[src/rtl/rx_iq_pkg.sv]
// Shared definitions for the receive I/Q packing path: FSM states, frame markers
// and the word-packing function that the SMI-side model also uses.
package rx_iq_pkg;

  localparam int DEFAULT_SAMPLE_W = 13;

  localparam logic [1:0] SYNC_I = 2'b10;
  localparam logic [1:0] SYNC_Q = 2'b01;

  typedef enum logic [1:0] {
    IDLE,
    SYNC,
    STREAM
  } state_t;

  // Every word carries its own markers, so the Pi can realign after any drop
  function automatic logic [31:0] pack_iq(input logic [DEFAULT_SAMPLE_W-1:0] i_val,
                                          input logic [DEFAULT_SAMPLE_W-1:0] q_val);
    return {SYNC_I, i_val, 1'b0, SYNC_Q, q_val, 1'b0};
  endfunction

endpackage

[src/rtl/iq_skid_buffer.sv]
// Two-entry skid buffer (output register plus one holding register) with
// valid/ready handshakes on both sides and a synchronous flush.
module iq_skid_buffer #(
  parameter int DATA_W = 32
) (
  input  logic              clk,
  input  logic              reset,
  input  logic              flush,
  input  logic              in_valid,
  input  logic [DATA_W-1:0] in_data,
  output logic              in_ready,
  input  logic              out_ready,
  output logic              out_valid,
  output logic [DATA_W-1:0] out_data
);

  logic              hold_valid;
  logic [DATA_W-1:0] hold_data;
  logic              pop;
  logic              accept;

  assign pop      = out_valid & out_ready;
  // The holding register is only ever occupied while the output register is
  assign in_ready = ~hold_valid | pop;
  assign accept   = in_valid & in_ready;

  always_ff @(posedge clk) begin
    if (reset || flush) begin
      out_valid  <= 1'b0;
      out_data   <= '0;
      hold_valid <= 1'b0;
      hold_data  <= '0;
    end else if (pop) begin
      if (hold_valid) begin
        out_data <= hold_data;
        if (accept) begin
          hold_data <= in_data;
        end else begin
          hold_valid <= 1'b0;
        end
      end else if (accept) begin
        out_data <= in_data;
      end else begin
        out_valid <= 1'b0;
      end
    end else if (accept) begin
      if (!out_valid) begin
        out_valid <= 1'b1;
        out_data  <= in_data;
      end else begin
        hold_valid <= 1'b1;
        hold_data  <= in_data;
      end
    end
  end

endmodule

[src/rtl/rx_iq_packer.sv]
// Receive I/Q packer: channel select, 32-bit framing, skid buffering into the SMI
// read FIFO and overflow statistics. RX_IQ_PACKER_DROP_CNT_EN enables the drop counter.
module rx_iq_packer
  import rx_iq_pkg::*;
#(
  parameter int SAMPLE_W   = DEFAULT_SAMPLE_W,
  parameter int DROP_CNT_W = 16
) (
  input  logic                  i_sys_clk,
  input  logic                  i_reset,
  input  logic                  i_enable,
  input  logic                  i_channel,
  input  logic                  i_rx_valid_09,
  input  logic [SAMPLE_W-1:0]   i_rx_i_09,
  input  logic [SAMPLE_W-1:0]   i_rx_q_09,
  input  logic                  i_rx_valid_24,
  input  logic [SAMPLE_W-1:0]   i_rx_i_24,
  input  logic [SAMPLE_W-1:0]   i_rx_q_24,
  output logic                  o_fifo_push,
  output logic [31:0]           o_fifo_pushed_data,
  input  logic                  i_fifo_full,
  input  logic                  i_clear_stats,
  output logic                  o_overflow,
  output logic [DROP_CNT_W-1:0] o_drop_cnt,
  output logic                  o_active
);

  state_t              state;
  state_t              state_next;
  logic                chan_reg;
  logic                chan_change;
  logic                sel_valid;
  logic [SAMPLE_W-1:0] sel_i;
  logic [SAMPLE_W-1:0] sel_q;
  logic [31:0]         sel_word;
  logic                flush;
  logic                enq_valid;
  logic                enq_ready;
  logic                buf_out_ready;
  logic                buf_out_valid;
  logic                drop;
  logic                overflow;

  assign sel_valid   = i_channel ? i_rx_valid_24 : i_rx_valid_09;
  assign sel_i       = i_channel ? i_rx_i_24 : i_rx_i_09;
  assign sel_q       = i_channel ? i_rx_q_24 : i_rx_q_09;
  assign sel_word    = pack_iq(sel_i, sel_q);
  assign chan_change = (state == STREAM) && (i_channel != chan_reg);

  always_ff @(posedge i_sys_clk) begin
    if (i_reset) begin
      state    <= IDLE;
      chan_reg <= 1'b0;
    end else begin
      state    <= state_next;
      chan_reg <= i_channel;
    end
  end

  // Losing enable or switching channel throws away buffered words rather than draining them
  always_comb begin
    state_next = state;
    flush      = 1'b0;
    enq_valid  = 1'b0;
    if (!i_enable) begin
      state_next = IDLE;
      flush      = 1'b1;
    end else begin
      case (state)
        IDLE: begin
          flush      = 1'b1;
          state_next = SYNC;
        end
        SYNC: begin
          if (sel_valid) begin
            enq_valid  = 1'b1;
            state_next = STREAM;
          end
        end
        STREAM: begin
          if (chan_change) begin
            flush      = 1'b1;
            state_next = SYNC;
          end else begin
            enq_valid = sel_valid;
          end
        end
        default: begin
          flush      = 1'b1;
          state_next = IDLE;
        end
      endcase
    end
  end

  assign buf_out_ready = ~i_fifo_full & (state == STREAM);
  assign o_fifo_push   = buf_out_valid & buf_out_ready;
  assign o_active      = (state == STREAM);
  assign drop          = enq_valid & ~enq_ready;

  iq_skid_buffer #(
    .DATA_W(32)
  ) u_skid (
    .clk      (i_sys_clk),
    .reset    (i_reset),
    .flush    (flush),
    .in_valid (enq_valid),
    .in_data  (sel_word),
    .in_ready (enq_ready),
    .out_ready(buf_out_ready),
    .out_valid(buf_out_valid),
    .out_data (o_fifo_pushed_data)
  );

  // A drop in the same cycle as a clear survives the clear
  always_ff @(posedge i_sys_clk) begin
    if (i_reset) begin
      overflow <= 1'b0;
    end else if (drop) begin
      overflow <= 1'b1;
    end else if (i_clear_stats) begin
      overflow <= 1'b0;
    end
  end

  assign o_overflow = overflow;

`ifdef RX_IQ_PACKER_DROP_CNT_EN
  logic [DROP_CNT_W-1:0] drop_cnt;

  always_ff @(posedge i_sys_clk) begin
    if (i_reset) begin
      drop_cnt <= '0;
    end else if (i_clear_stats) begin
      drop_cnt <= {{(DROP_CNT_W-1){1'b0}}, drop};
    end else if (drop && (drop_cnt != '1)) begin
      drop_cnt <= drop_cnt + 1'b1;
    end
  end

  assign o_drop_cnt = drop_cnt;
`else
  assign o_drop_cnt = '0;
`endif

endmodule

[config.mk]
export PLATFORM = sky130hd
export DESIGN_NAME = rx_iq_packer
export DESIGN_NICKNAME = d
export VERILOG_FILES = /design/src/rtl/rx_iq_pkg.sv /design/src/rtl/iq_skid_buffer.sv /design/src/rtl/rx_iq_packer.sv
export SDC_FILE = /design/constraint.sdc
export NUM_CORES = 1
export LEC_CHECK = 0
export ABC_AREA = 1
export ABC_CLOCK_PERIOD_IN_PS = 2280
export CAP_MARGIN = 20
export CORE_MARGIN = 10
export CORE_UTILIZATION = 40
export DETAILED_ROUTE_END_ITERATION = 7
export HOLD_SLACK_MARGIN = 0.15
export MAX_ROUTING_LAYER = met4
export PLACE_DENSITY = 0.82
export SLEW_MARGIN = 20
export SYNTH_ARGS = -nofsm -noshare
export SYNTH_HDL_FRONTEND = slang
export SYNTH_HIERARCHICAL = 1
export SYNTH_SLANG_ARGS = --single-unit
[constraint.sdc]
create_clock -name i_sys_clk -period 2.28 [get_ports i_sys_clk]
set_clock_uncertainty 0.1 [all_clocks]
set_input_delay 0.456 -clock i_sys_clk [delete_from_list [all_inputs] [get_ports i_sys_clk]]
set_output_delay 0.456 -clock i_sys_clk [all_outputs]
set_load 0.05 [all_outputs]
After elaboration in Yosys (flattened, before gate mapping)
Index checks and enable logic that the tools add are counted.
Widths: inputs -> output; s select.
{"block": "word_totals", "regBits": 70, "wordCells": 72}
{"block": "classes", "n_eq_ne": 10, "n_bitwise": 9, "n_mux": 33, "reduce_logical": 13}
{"op": "$mux 32", "count": 9}
{"op": "$mux 13", "count": 2}
{"op": "$mux 1", "count": 17}
{"op": "$ne 2x2->1 const B", "count": 5}
{"op": "$reduce_bool 2->1", "count": 4}
{"op": "$pmux 2 s3", "count": 1}
{"op": "$reduce_and 3->1", "count": 2}
{"op": "$and 1x1->1", "count": 4}
{"op": "$mux 2", "count": 2}
{"op": "$ne 2x1->1 const B", "count": 2}
{"op": "$not 1->1", "count": 4}
{"op": "$pmux 1 s2", "count": 2}
{"op": "$reduce_and 2->1", "count": 2}
{"op": "$reduce_and 4->1", "count": 1}
{"op": "$eq 2x1->1 const B", "count": 1}
{"op": "$eq 2x2->1 const B", "count": 1}
{"op": "$logic_not 2->1", "count": 1}
{"op": "$reduce_or 2->1", "count": 1}
{"op": "$logic_and 1x1->1", "count": 1}
{"op": "$logic_or 1x1->1", "count": 1}
{"op": "$ne 1x1->1", "count": 1}
{"op": "$or 1x1->1", "count": 1}

Depth between registers and ports, before layout
Gate-level depths: netlist of run 1.
{"block": "logic_depth", "depth_word": 9, "ltp_mapped": 15}

By module
Netlist of run 1, hierarchy kept.
{"module": "iq_skid_buffer", "seq_area_each_um2": 1321.3, "area_per_inst_um2": 3467.1, "cells_per_inst": 574, "n_inst": 1}
{"module": "rx_iq_packer", "seq_area_each_um2": 80.1, "area_per_inst_um2": 829.5, "cells_per_inst": 150, "n_inst": 1}

Worst setup path after synthesis of run 1
No wires, ideal clock.
{"block": "synth_path", "path_kind": "register to output", "start": "register state[0]", "end": "output port o_fifo_push", "path_slack_ps": -532, "arrival_time_ps": 2256, "required_time_ps": 1724, "n_path_buf": 0, "stages_incl_launch_ff": 5, "path_cell_list": "dfxtp_1 inv_1 ha_1 inv_1 nor3b_1"}
{"block": "synth_between", "elab_chain_cells": 3}
{"element": "start, declared", "line_no": "rx_iq_packer.sv:28", "text": "state_t state;"}
{"element": "start signal, assigned", "line_no": "rx_iq_packer.sv:55", "text": "state <= state_next;"}
{"element": "$eq 2x2->1"}
{"element": "via o_active", "line_no": "rx_iq_packer.sv:25", "text": "output logic o_active"}
{"element": "$and 1x1->1", "line_no": "rx_iq_packer.sv:96", "text": "assign buf_out_ready = ~i_fifo_full & (state == STREAM);"}
{"element": "$and 1x1->1", "line_no": "rx_iq_packer.sv:97", "text": "assign o_fifo_push = buf_out_valid & buf_out_ready;"}
{"element": "end, declared", "line_no": "rx_iq_packer.sv:19", "text": "output logic o_fifo_push,"}
The timed path passes the listed nets, and every way through them passes these cells.

Worst setup path in the final report of run 1
{"block": "layout_path", "start": "input port i_rx_valid_09", "end": "register u_skid.out_data[0]"}
{"block": "layout_between", "elab_chain_cells": 7, "word_cells_on_any_way": 9, "classes_between": "mux (5); bitwise (1); reduce/logical (3)"}
{"element": "start, declared", "line_no": "rx_iq_packer.sv:13", "text": "input logic i_rx_valid_09,"}
{"element": "$mux 1 *", "line_no": "rx_iq_packer.sv:44", "text": "assign sel_valid = i_channel ? i_rx_valid_24 : i_rx_valid_09;"}
{"element": "$mux 1 (on tied branches)", "line_no": "rx_iq_packer.sv:81, rx_iq_packer.sv:75"}
{"element": "$pmux 1 s2 *", "line_no": "rx_iq_packer.sv:69", "text": "case (state)"}
{"element": "$mux 1 *", "line_no": "rx_iq_packer.sv:65", "text": "if (!i_enable) begin"}
{"element": "via enq_valid", "line_no": "rx_iq_packer.sv:37", "text": "logic enq_valid;"}
{"element": "$and 1x1->1 *", "line_no": "iq_skid_buffer.sv:25", "text": "assign accept = in_valid & in_ready;"}
{"element": "$reduce_bool 2->1 (no line)"}
{"element": "$reduce_and 3->1 (no line) *"}
{"element": "end signal, assigned", "line_no": "iq_skid_buffer.sv:35", "text": "out_data <= hold_data;"}
{"element": "end signal, assigned", "line_no": "iq_skid_buffer.sv:42", "text": "out_data <= in_data;"}
{"element": "end signal, assigned", "line_no": "iq_skid_buffer.sv:49", "text": "out_data <= in_data;"}
{"element": "end, declared", "line_no": "iq_skid_buffer.sv:14", "text": "output logic [DATA_W-1:0] out_data"}
Mark *: on every way through the listed nets, which the timed path passes. The rest lies on a longest branch.
A chain may end at the register's enable or synchronous reset.

==> results of run 1 <==
## logic make-up (layout without fill, tap and decap cells)
group / after synthesis / count (layout) / share of synthesized area [%]
flip-flops: 70 / 70 / 32.6
buffers and inverters: 168 / 257 / 17.9
adder cells (fa/ha/maj): 6 / 6 / 1.75
AO/OA/AOI/OAI: 11 / 11 / 1.60
AND/OR/NAND/NOR: 467 / 467 / 45.9
other: 2 / 28 / 0.175
## path summary, 6_finish.rpt
kind / from / slack (ps) / cells past startpoint / to
setup / recovery: i_rx_valid_09 / 120 / 13 / u_skid/out_data[0]
hold / removal: state[0] / 380 / 2 / state[0]
setup reg to reg: state[0] / 130 / 14 / u_skid/out_data[0]
hold reg to reg: state[0] / 380 / 2 / state[0]
## metal layers
| layer | GRT usage (%) | part of all wire (%) |
|---|---|---|
| met1 | 17.6 | 43 |
| met2 | 26.6 | 50 |
| met3 | 4.21 | 6.1 |
| met4 | 4.66 | 1.5 |
| met5 | - | 0 |
## stage by stage
step	worst slack [ps]	setup TNS (ps)	utilization [%]
floorplan	14.1	0	-
global placement	-260	-14320	52.8
detailed placement	-323	-17140	52.8
CTS	42.0	0	55.3
global route	7.56	0	56.7
finish	120	0	56.7
## cell usage in the layout, fill, tap and decap left out, types with 8 or more instances in the layout
cell type	netlist	layout
sky130_fd_sc_hd__buf_4	21	29
sky130_fd_sc_hd__clkdlybuf4s50_1	0	91
sky130_fd_sc_hd__nand3_1	34	34
sky130_fd_sc_hd__conb_1	2	28
sky130_fd_sc_hd__nand2_4	5	8
sky130_fd_sc_hd__nand2_1	216	216
sky130_fd_sc_hd__clkbuf_8	0	12
sky130_fd_sc_hd__nand4_1	32	32
sky130_fd_sc_hd__nor2_1	167	164
sky130_fd_sc_hd__buf_12	0	8
sky130_fd_sc_hd__dfxtp_1	70	68
sky130_fd_sc_hd__inv_1	107	105
## power by group through the flow
stage | Combinational, mW | Sequential, mW | Clock (mW)
finish | 0.380 | 1.23 | 1.29
global route | 0.417 | 1.23 | 1.38
CTS | 0.374 | 1.23 | 1.31
detailed placement | 0.372 | 1.25 | 0
global placement | 0.367 | 1.25 | 0
floorplan | 0.233 | 1.26 | 0
## area by class of cell
cell class                 instances  area [µm²]
tap                              136         170
fill                             991        4510
timing repair buffer             133        1370
inverter                         109         412
multi-input combinational        512        2290
sequential                        70        1400
clock buffer                      12         165
clock inverter                     3        90.1
## timing repair
| item | in CTS | in global routing |
|---|---|---|
| endpoints found under the hold margin | 0 | 0 |
| setup endpoints to repair | 0 | 65 |
| setup buffers | 0 | 3 |
| gates resized for setup | 0 | 15 |
## tightest hold or removal path, delay by kind of cell, from the launching register on
family | cells | cell delay, ps
AOI/OAI and AO/OA | 1 | 50
buffers and inverters | 1 | 80
DFF | 1 | 330
==> impl_results.html, run 1 <==
<table>
<tr><th>Metric</th><th>Value</th></tr>
<tr><th colspan="2">Power and ir drop</th></tr>
<tr><td>Internal power summed over all cells</td><td>approximately 2.2 mW</td></tr>
<tr><td>Sequential share of power</td><td>42.4%</td></tr>
<tr><td>Power share of the clock group</td><td>between 40% and 50%</td></tr>
<tr><td>Max VDD drop</td><td>around 0.37 mV</td></tr>
<tr><td>Total Power Consumption</td><td>~2.9 mW</td></tr>
<tr><td>Share of total power consumed by net switching</td><td>23.8%</td></tr>
<tr><td>Power share of the combinational group</td><td>between 10% and 20%</td></tr>
<tr><td>Cell leakage power</td><td>2.65 nW</td></tr>
<tr><td>Switching power of the nets</td><td>between 0.6 and 0.7 mW</td></tr>
<tr><td>Power density over the cells</td><td>490 mW/mm²</td></tr>
<tr><th colspan="2">STA</th></tr>
<tr><td>Final count of pins violating max slew</td><td>0</td></tr>
<tr><td>Crit share post-route</td><td>between 90% and 100%</td></tr>
<tr><td>Max Clock Freq</td><td>approximately 0.46 GHz</td></tr>
<tr><td>Final-report hold violation count</td><td>0</td></tr>
<tr><td>Setup violations, final</td><td>0</td></tr>
<tr><td>Post-layout min period</td><td>about 2200 ps</td></tr>
<tr><td>Setup repair after global routing missed its margin</td><td>true</td></tr>
<tr><td>Slew @ Worst Pin</td><td>between 800 and 900 ps</td></tr>
<tr><td>Worst Hold Slack</td><td>roughly 380 ps</td></tr>
<tr><td>Max-Slew Margin vs Limit</td><td>approximately 46%</td></tr>
<tr><th colspan="2">Place</th></tr>
<tr><td>Area post-placement</td><td>~0.0055 mm²</td></tr>
<tr><td>Detailed placer's ending HPWL</td><td>roughly 8000 µm</td></tr>
<tr><td>Routability congestion estimate</td><td>0.874</td></tr>
<tr><td># placed instances</td><td>between 900 and 1000</td></tr>
<tr><td>Number of buffers inserted by port buffering</td><td>94</td></tr>
<tr><th colspan="2">Yosys</th></tr>
<tr><td>Share of synthesized flip-flops with an asynchronous set or reset</td><td>0%</td></tr>
<tr><td>Number of warnings issued by yosys</td><td>6</td></tr>
<tr><td>Library cell with the largest summed area after synthesis</td><td>sky130_fd_sc_hd__dfxtp_1</td></tr>
<tr><td>Number of instances in the synthesized netlist</td><td>between 700 and 800</td></tr>
<tr><td>Synth cell types</td><td>27</td></tr>
<tr><td>Post-Synthesis Cell Area</td><td>~0.0043 mm²</td></tr>
<tr><td>Cell types occupying the most area after synthesis</td><td>sky130_fd_sc_hd__dfxtp_1 33%, sky130_fd_sc_hd__nand2_1 19%, sky130_fd_sc_hd__nor2_1 15%, sky130_fd_sc_hd__inv_1 9.3%, sky130_fd_sc_hd__nand4_1 4.7%</td></tr>
<tr><td>Number of flip-flops and latches in the synthesized netlist</td><td>70</td></tr>
<tr><td>Mean post-synth cell area</td><td>between 5 and 6 µm²</td></tr>
<tr><td>Most common cell in the synthesized netlist</td><td>sky130_fd_sc_hd__nand2_1</td></tr>
<tr><td>Primary flip-flop cell chosen by synthesis mapping</td><td>sky130_fd_sc_hd__dfxtp_1</td></tr>
<tr><td>Number of enable flip-flop cells after synthesis</td><td>0</td></tr>
<tr><td>Area share of the largest cell type after synthesis</td><td>32.6%</td></tr>
<tr><td>Top cells by count, synth</td><td>216 x sky130_fd_sc_hd__nand2_1, 167 x sky130_fd_sc_hd__nor2_1, 107 x sky130_fd_sc_hd__inv_1, 70 x sky130_fd_sc_hd__dfxtp_1, 34 x sky130_fd_sc_hd__nand3_1</td></tr>
<tr><td>Sequential cell area fraction in the yosys report</td><td>between 30% and 40%</td></tr>
<tr><th colspan="2">Routing</th></tr>
<tr><td>Remaining routing DRC violations</td><td>0</td></tr>
<tr><td>Post-detailed-routing wire length</td><td>between 10000 and 15000 µm</td></tr>
<tr><td>Post-DRT Antenna Nets</td><td>0</td></tr>
<tr><td>Initial DRT Pass Iterations</td><td>5</td></tr>
<tr><td>Wirelength per Cell</td><td>12.1 µm</td></tr>
<tr><td>Via count</td><td>around 4300</td></tr>
<tr><td>Avg Vias per Cell</td><td>4.43</td></tr>
<tr><td>Count of routing violations after the opening detailed-route iteration</td><td>243</td></tr>
<tr><th colspan="2">Worst setup path</th></tr>
<tr><td>CP max-delay cell</td><td>sky130_fd_sc_hd__clkdlybuf4s50_1</td></tr>
<tr><td>Critical path buffer and inverter count</td><td>3</td></tr>
<tr><td>Slowest stage delay, CP</td><td>460 ps</td></tr>
<tr><td>CP Capture Type</td><td>flop</td></tr>
<tr><td>Cell repeated most along the worst path</td><td>sky130_fd_sc_hd__nand2_4</td></tr>
<tr><td>CP Cell Sequence</td><td>clkdlybuf4s50_1 -&gt; inv_1 -&gt; nand2_4 -&gt; nand2_4 -&gt; nor2_4 -&gt; and2_4 -&gt; nand2_4 -&gt; ha_4 -&gt; nor2_4 -&gt; buf_4 -&gt; nand3_1 -&gt; nor2_1 -&gt; nor2_1</td></tr>
<tr><td>WP data required</td><td>about 2400 ps</td></tr>
<tr><td>CP top delay family</td><td>simple AND/OR/NAND/NOR gates</td></tr>
<tr><td>Crit path arrival time</td><td>between 2000 and 2500 ps</td></tr>
<tr><td>CP startpoint kind</td><td>input port</td></tr>
<tr><td>Highest fanout seen on the critical path</td><td>7</td></tr>
<tr><td>Crit Path Class</td><td>in2reg</td></tr>
<tr><th colspan="2">Run</th></tr>
<tr><td>Total of max-cap violations</td><td>0</td></tr>
<tr><th colspan="2">Floorplan</th></tr>
<tr><td>Total number of placement rows</td><td>37</td></tr>
<tr><td>Number of primary I/O pins</td><td>between 100 and 150</td></tr>
<tr><td>Full die area</td><td>about 0.015 mm²</td></tr>
<tr><td>Die H</td><td>124 µm</td></tr>
<tr><td>Initial Util</td><td>between 40 and 50%</td></tr>
<tr><td>Floorplan die width</td><td>approximately 120 µm</td></tr>
<tr><td>Core footprint</td><td>0.0104 mm²</td></tr>
<tr><th colspan="2">Global route</th></tr>
<tr><td>Global router's overall resource usage</td><td>15.6%</td></tr>
<tr><td>Global-route wire length before repair</td><td>between 15000 and 20000 µm</td></tr>
<tr><td>Number of antenna violations at the first check in global routing</td><td>0</td></tr>
<tr><td>GRT overflow</td><td>0</td></tr>
<tr><td>Number of global-route vias before repair</td><td>3994</td></tr>
<tr><td>Maximum number of pins on one net before global-route repair</td><td>just over 50</td></tr>
<tr><th colspan="2">Finish</th></tr>
<tr><td>Synth-to-Final Area Change</td><td>37.4%</td></tr>
<tr><td>Registers with the most flip-flops</td><td>u_skid/hold_data x32, u_skid/out_data x32, state x2</td></tr>
<tr><td>Diodes inserted</td><td>0</td></tr>
<tr><td>Net count of the finished layout</td><td>~900</td></tr>
<tr><td>Layout cells sized above 1</td><td>10.4%</td></tr>
<tr><td>Design area</td><td>roughly 0.0059 mm²</td></tr>
<tr><td>Post-layout instance count excluding filler cells</td><td>around 980</td></tr>
<tr><th colspan="2">Clock tree</th></tr>
<tr><td>CTS H-tree depth</td><td>3</td></tr>
<tr><td>Number of sinks driven by the clock tree</td><td>70</td></tr>
<tr><td>Clock slew at the register clock pins of the worst setup and hold paths</td><td>70 ps</td></tr>
<tr><td>Clock buffer depth</td><td>2</td></tr>
<tr><td>Hold-fix buffers at CTS</td><td>0</td></tr>
<tr><td>Clock root buffer master</td><td>sky130_fd_sc_hd__clkbuf_8</td></tr>
<tr><td>Clock tree from TritonCTS</td><td>done</td></tr>
<tr><td>Clock latency of the later-clocked register in the worst-skew pair</td><td>around 340 ps</td></tr>
<tr><td>Number of clock buffers inserted by TritonCTS</td><td>9</td></tr>
<tr><th colspan="2">Hold path</th></tr>
<tr><td>Path class of the lowest-slack min-delay path</td><td>reg2reg</td></tr>
<tr><th colspan="2">Status</th></tr>
<tr><td>Run status</td><td>finished, final reports clean</td></tr>
</table>
No activity file was read; power rests on OpenSTA's default activity.
==> inputs of run 2 (changes only) <==
--- a/config.mk
+++ b/config.mk
@@ -7,8 +7,7 @@
 export LEC_CHECK = 0
 export ABC_AREA = 1
 export ABC_CLOCK_PERIOD_IN_PS = 2280
-export CAP_MARGIN = 20
-export CORE_MARGIN = 10
+export CORE_MARGIN = 5
 export CORE_UTILIZATION = 40
 export DETAILED_ROUTE_END_ITERATION = 7
 export HOLD_SLACK_MARGIN = 0.15
==> run 2 against run 1 <==
Effect of this change: first-iteration DRC count up 0.41%; setup slack worse by 11 ps; combinational power down 1%; largest cell class unchanged; non-clock buffer count up 2; register-to-register slack about the same; utilization down 1.0 points; cell count up 0.31%; critical path depth up 1; worst hold slack worse by 0.86 ps; routed wire length down 2.6%; highest routed layer unchanged; die area down 16%; largest power group is now registers; maximum frequency down 0.51%.
==> impl_results.html, run 2 (synthesis results as in run 1) <==
<table>
<tr><th>Metric</th><th>Value</th></tr>
<tr><th colspan="2">Floorplan</th></tr>
<tr><td>Total number of placement rows</td><td>37</td></tr>
<tr><td>Full die area</td><td>between 0.01 and 0.015 mm²</td></tr>
<tr><td>Floorplan die width</td><td>about 110 µm</td></tr>
<tr><td>Initial Util</td><td>between 40 and 50%</td></tr>
<tr><td>Die H</td><td>between 100 and 150 µm</td></tr>
<tr><td>Core footprint</td><td>about 0.010 mm²</td></tr>
<tr><td>Number of primary I/O pins</td><td>~110</td></tr>
<tr><th colspan="2">Routing</th></tr>
<tr><td>Remaining routing DRC violations</td><td>0</td></tr>
<tr><td>Post-detailed-routing wire length</td><td>11500 µm</td></tr>
<tr><td>Post-DRT Antenna Nets</td><td>0</td></tr>
<tr><td>Via count</td><td>4359</td></tr>
<tr><td>Avg Vias per Cell</td><td>between 4 and 5</td></tr>
<tr><td>Count of routing violations after the opening detailed-route iteration</td><td>around 240</td></tr>
<tr><td>Initial DRT Pass Iterations</td><td>5</td></tr>
<tr><td>Wirelength per Cell</td><td>roughly 12 µm</td></tr>
<tr><th colspan="2">Clock tree</th></tr>
<tr><td>Clock buffer depth</td><td>2</td></tr>
<tr><td>CTS H-tree depth</td><td>3</td></tr>
<tr><td>Number of clock buffers inserted by TritonCTS</td><td>9</td></tr>
<tr><td>Clock tree from TritonCTS</td><td>done</td></tr>
<tr><td>Hold-fix buffers at CTS</td><td>0</td></tr>
<tr><td>Clock latency of the later-clocked register in the worst-skew pair</td><td>~350 ps</td></tr>
<tr><td>Clock slew at the register clock pins of the worst setup and hold paths</td><td>roughly 80 ps</td></tr>
<tr><td>Clock root buffer master</td><td>sky130_fd_sc_hd__clkbuf_8</td></tr>
<tr><td>Number of sinks driven by the clock tree</td><td>70</td></tr>
<tr><th colspan="2">Finish</th></tr>
<tr><td>Design area</td><td>0.00580 mm²</td></tr>
<tr><td>Post-layout instance count excluding filler cells</td><td>just under 1000</td></tr>
<tr><td>Most common library cell in the layout ignoring fill and taps</td><td>sky130_fd_sc_hd__nand2_1</td></tr>
<tr><td>Net count of the finished layout</td><td>around 900</td></tr>
<tr><td>Layout cells sized above 1</td><td>about a tenth</td></tr>
<tr><td>Registers with the most flip-flops</td><td>u_skid/hold_data x32, u_skid/out_data x32, state x2</td></tr>
<tr><td>Diodes inserted</td><td>0</td></tr>
<tr><td>Synth-to-Final Area Change</td><td>34.9%</td></tr>
<tr><td>Top library cells by usage in the layout, fill and taps aside</td><td>215 x sky130_fd_sc_hd__nand2_1, 164 x sky130_fd_sc_hd__nor2_1, 105 x sky130_fd_sc_hd__inv_1</td></tr>
<tr><th colspan="2">STA</th></tr>
<tr><td>Post-layout min period</td><td>approximately 2200 ps</td></tr>
<tr><td>Final worst-path setup slack</td><td>109 ps</td></tr>
<tr><td>Final count of pins violating max slew</td><td>0</td></tr>
<tr><td>Max Clock Freq</td><td>between 0.4 and 0.5 GHz</td></tr>
<tr><td>Worst Hold Slack</td><td>approximately 380 ps</td></tr>
<tr><td>Max-Slew Margin vs Limit</td><td>about three fifths</td></tr>
<tr><td>Slew @ Worst Pin</td><td>595 ps</td></tr>
<tr><td>Crit share post-route</td><td>95.2%</td></tr>
<tr><td>Setup violations, final</td><td>0</td></tr>
<tr><td>Final-report hold violation count</td><td>0</td></tr>
<tr><th colspan="2">Power and ir drop</th></tr>
<tr><td>Total Power Consumption</td><td>between 2 and 3 mW</td></tr>
<tr><td>Cell leakage power</td><td>approximately 2.6 nW</td></tr>
<tr><td>Max VDD drop</td><td>about 0.28 mV</td></tr>
<tr><td>Power density over the cells</td><td>around 450 mW/mm²</td></tr>
<tr><th colspan="2">Run</th></tr>
<tr><td>Total of max-cap violations</td><td>0</td></tr>
<tr><th colspan="2">Global route</th></tr>
<tr><td>Number of antenna violations at the first check in global routing</td><td>0</td></tr>
<tr><td>Global router's overall resource usage</td><td>between 10% and 20%</td></tr>
<tr><td>Global-route wire length before repair</td><td>approximately 18000 µm</td></tr>
<tr><td>Number of global-route vias before repair</td><td>between 3000 and 4000</td></tr>
<tr><td>Maximum number of pins on one net before global-route repair</td><td>65</td></tr>
<tr><td>GRT overflow</td><td>0</td></tr>
<tr><th colspan="2">Worst setup path</th></tr>
<tr><td>Setup crit start</td><td>i_channel</td></tr>
<tr><td>CP Cell Sequence</td><td>clkdlybuf4s50_1 -&gt; buf_4 -&gt; nand2_1 -&gt; nand3_2 -&gt; nand2_2 -&gt; and2_4 -&gt; nand2_2 -&gt; ha_4 -&gt; nor2_4 -&gt; nand2_4 -&gt; clkbuf_16 -&gt; nand2_1 -&gt; nand2_1 -&gt; nor2_1</td></tr>
<tr><td>Highest fanout seen on the critical path</td><td>6</td></tr>
<tr><td>Critical R2R Launch</td><td>state[0]</td></tr>
<tr><td>WP data required</td><td>~2500 ps</td></tr>
<tr><td>CP max-delay cell</td><td>sky130_fd_sc_hd__clkdlybuf4s50_1</td></tr>
<tr><td>CP Capture Type</td><td>flop</td></tr>
<tr><td>Crit path arrival time</td><td>approximately 2400 ps</td></tr>
<tr><td>Reg2reg setup slack</td><td>120 ps</td></tr>
<tr><td>Length in cells of the worst reg-to-reg path</td><td>14</td></tr>
<tr><td>Crit Path Class</td><td>in2reg</td></tr>
<tr><td>CP startpoint kind</td><td>input port</td></tr>
<tr><td>Slowest stage delay, CP</td><td>roughly 430 ps</td></tr>
<tr><td>Cell repeated most along the worst path</td><td>sky130_fd_sc_hd__nand2_1</td></tr>
<tr><th colspan="2">Place</th></tr>
<tr><td># placed instances</td><td>957</td></tr>
<tr><td>Routability congestion estimate</td><td>approximately 0.84</td></tr>
<tr><td>Worst setup slack after placement</td><td>-266 ps</td></tr>
<tr><td>Detailed placer's ending HPWL</td><td>between 7000 and 8000 µm</td></tr>
<tr><td>Area post-placement</td><td>0.00550 mm²</td></tr>
<tr><td>Number of buffers inserted by port buffering</td><td>94</td></tr>
<tr><th colspan="2">Hold path</th></tr>
<tr><td>Hold Startpoint</td><td>o_overflow</td></tr>
<tr><td>Worst hold path stage count</td><td>2</td></tr>
<tr><td>Path class of the lowest-slack min-delay path</td><td>reg2reg</td></tr>
<tr><th colspan="2">Status</th></tr>
<tr><td>Run status</td><td>finished, final reports clean</td></tr>
</table>
## run 2: worst paths after layout
| check | end |
|---|---|
| max | u_skid/out_data[8] |
| min | o_overflow |
| max reg2reg | u_skid/out_data[8] |
| min reg2reg | o_overflow |
## run 2: where the power goes
group	switching (mW)	internal (mW)	leakage [nW]
sequential	0.00206	1.22	0.564
clock	0.502	0.500	0.103
combinational	0.208	0.168	1.95
## run 2: timing repair
item / in CTS / in global routing
setup endpoints to repair: 0 / 32
buffers inserted: 0 / 2
gates resized for setup: 0 / 11
## run 2: routing by layer
| metal | global-route usage, % | vias to the layer above | wire [µm] |
|---|---|---|---|
| met5 | - | - | 0 |
| met4 | 5.13 | 0 | 146 |
| met3 | 4.46 | 10 | 792 |
| met2 | 28.7 | 117 | 5620 |
| met1 | 20.8 | 1900 | 4950 |
| li1 | - | 2332 | - |
## run 2: cell type report
type / instances / area, µm²
Multi-Input combinational cell: 512 / 2270
Timing Repair Buffer: 135 / 1350
Tap cell: 136 / 170
Clock inverter: 7 / 63.8
Clock buffer: 9 / 124
Fill cell: 1009 / 4620
Sequential cell: 70 / 1400
Inverter: 109 / 409
## run 2: per-stage QoR
step                utilization [%]  setup TNS [ps]
finish                         55.7               0
detailed placement             52.8           -9310
floorplan                         -               0
global placement               52.8           -7390
CTS                            54.6               0
global route                   55.7           -62.0
## run 2: worst max-delay path, delay by kind of cell
kind / cells / cell delay, ps
AND/OR/NAND/NOR: 10 / 940
adder cells (fa/ha/maj): 1 / 170
buffers and inverters: 3 / 780
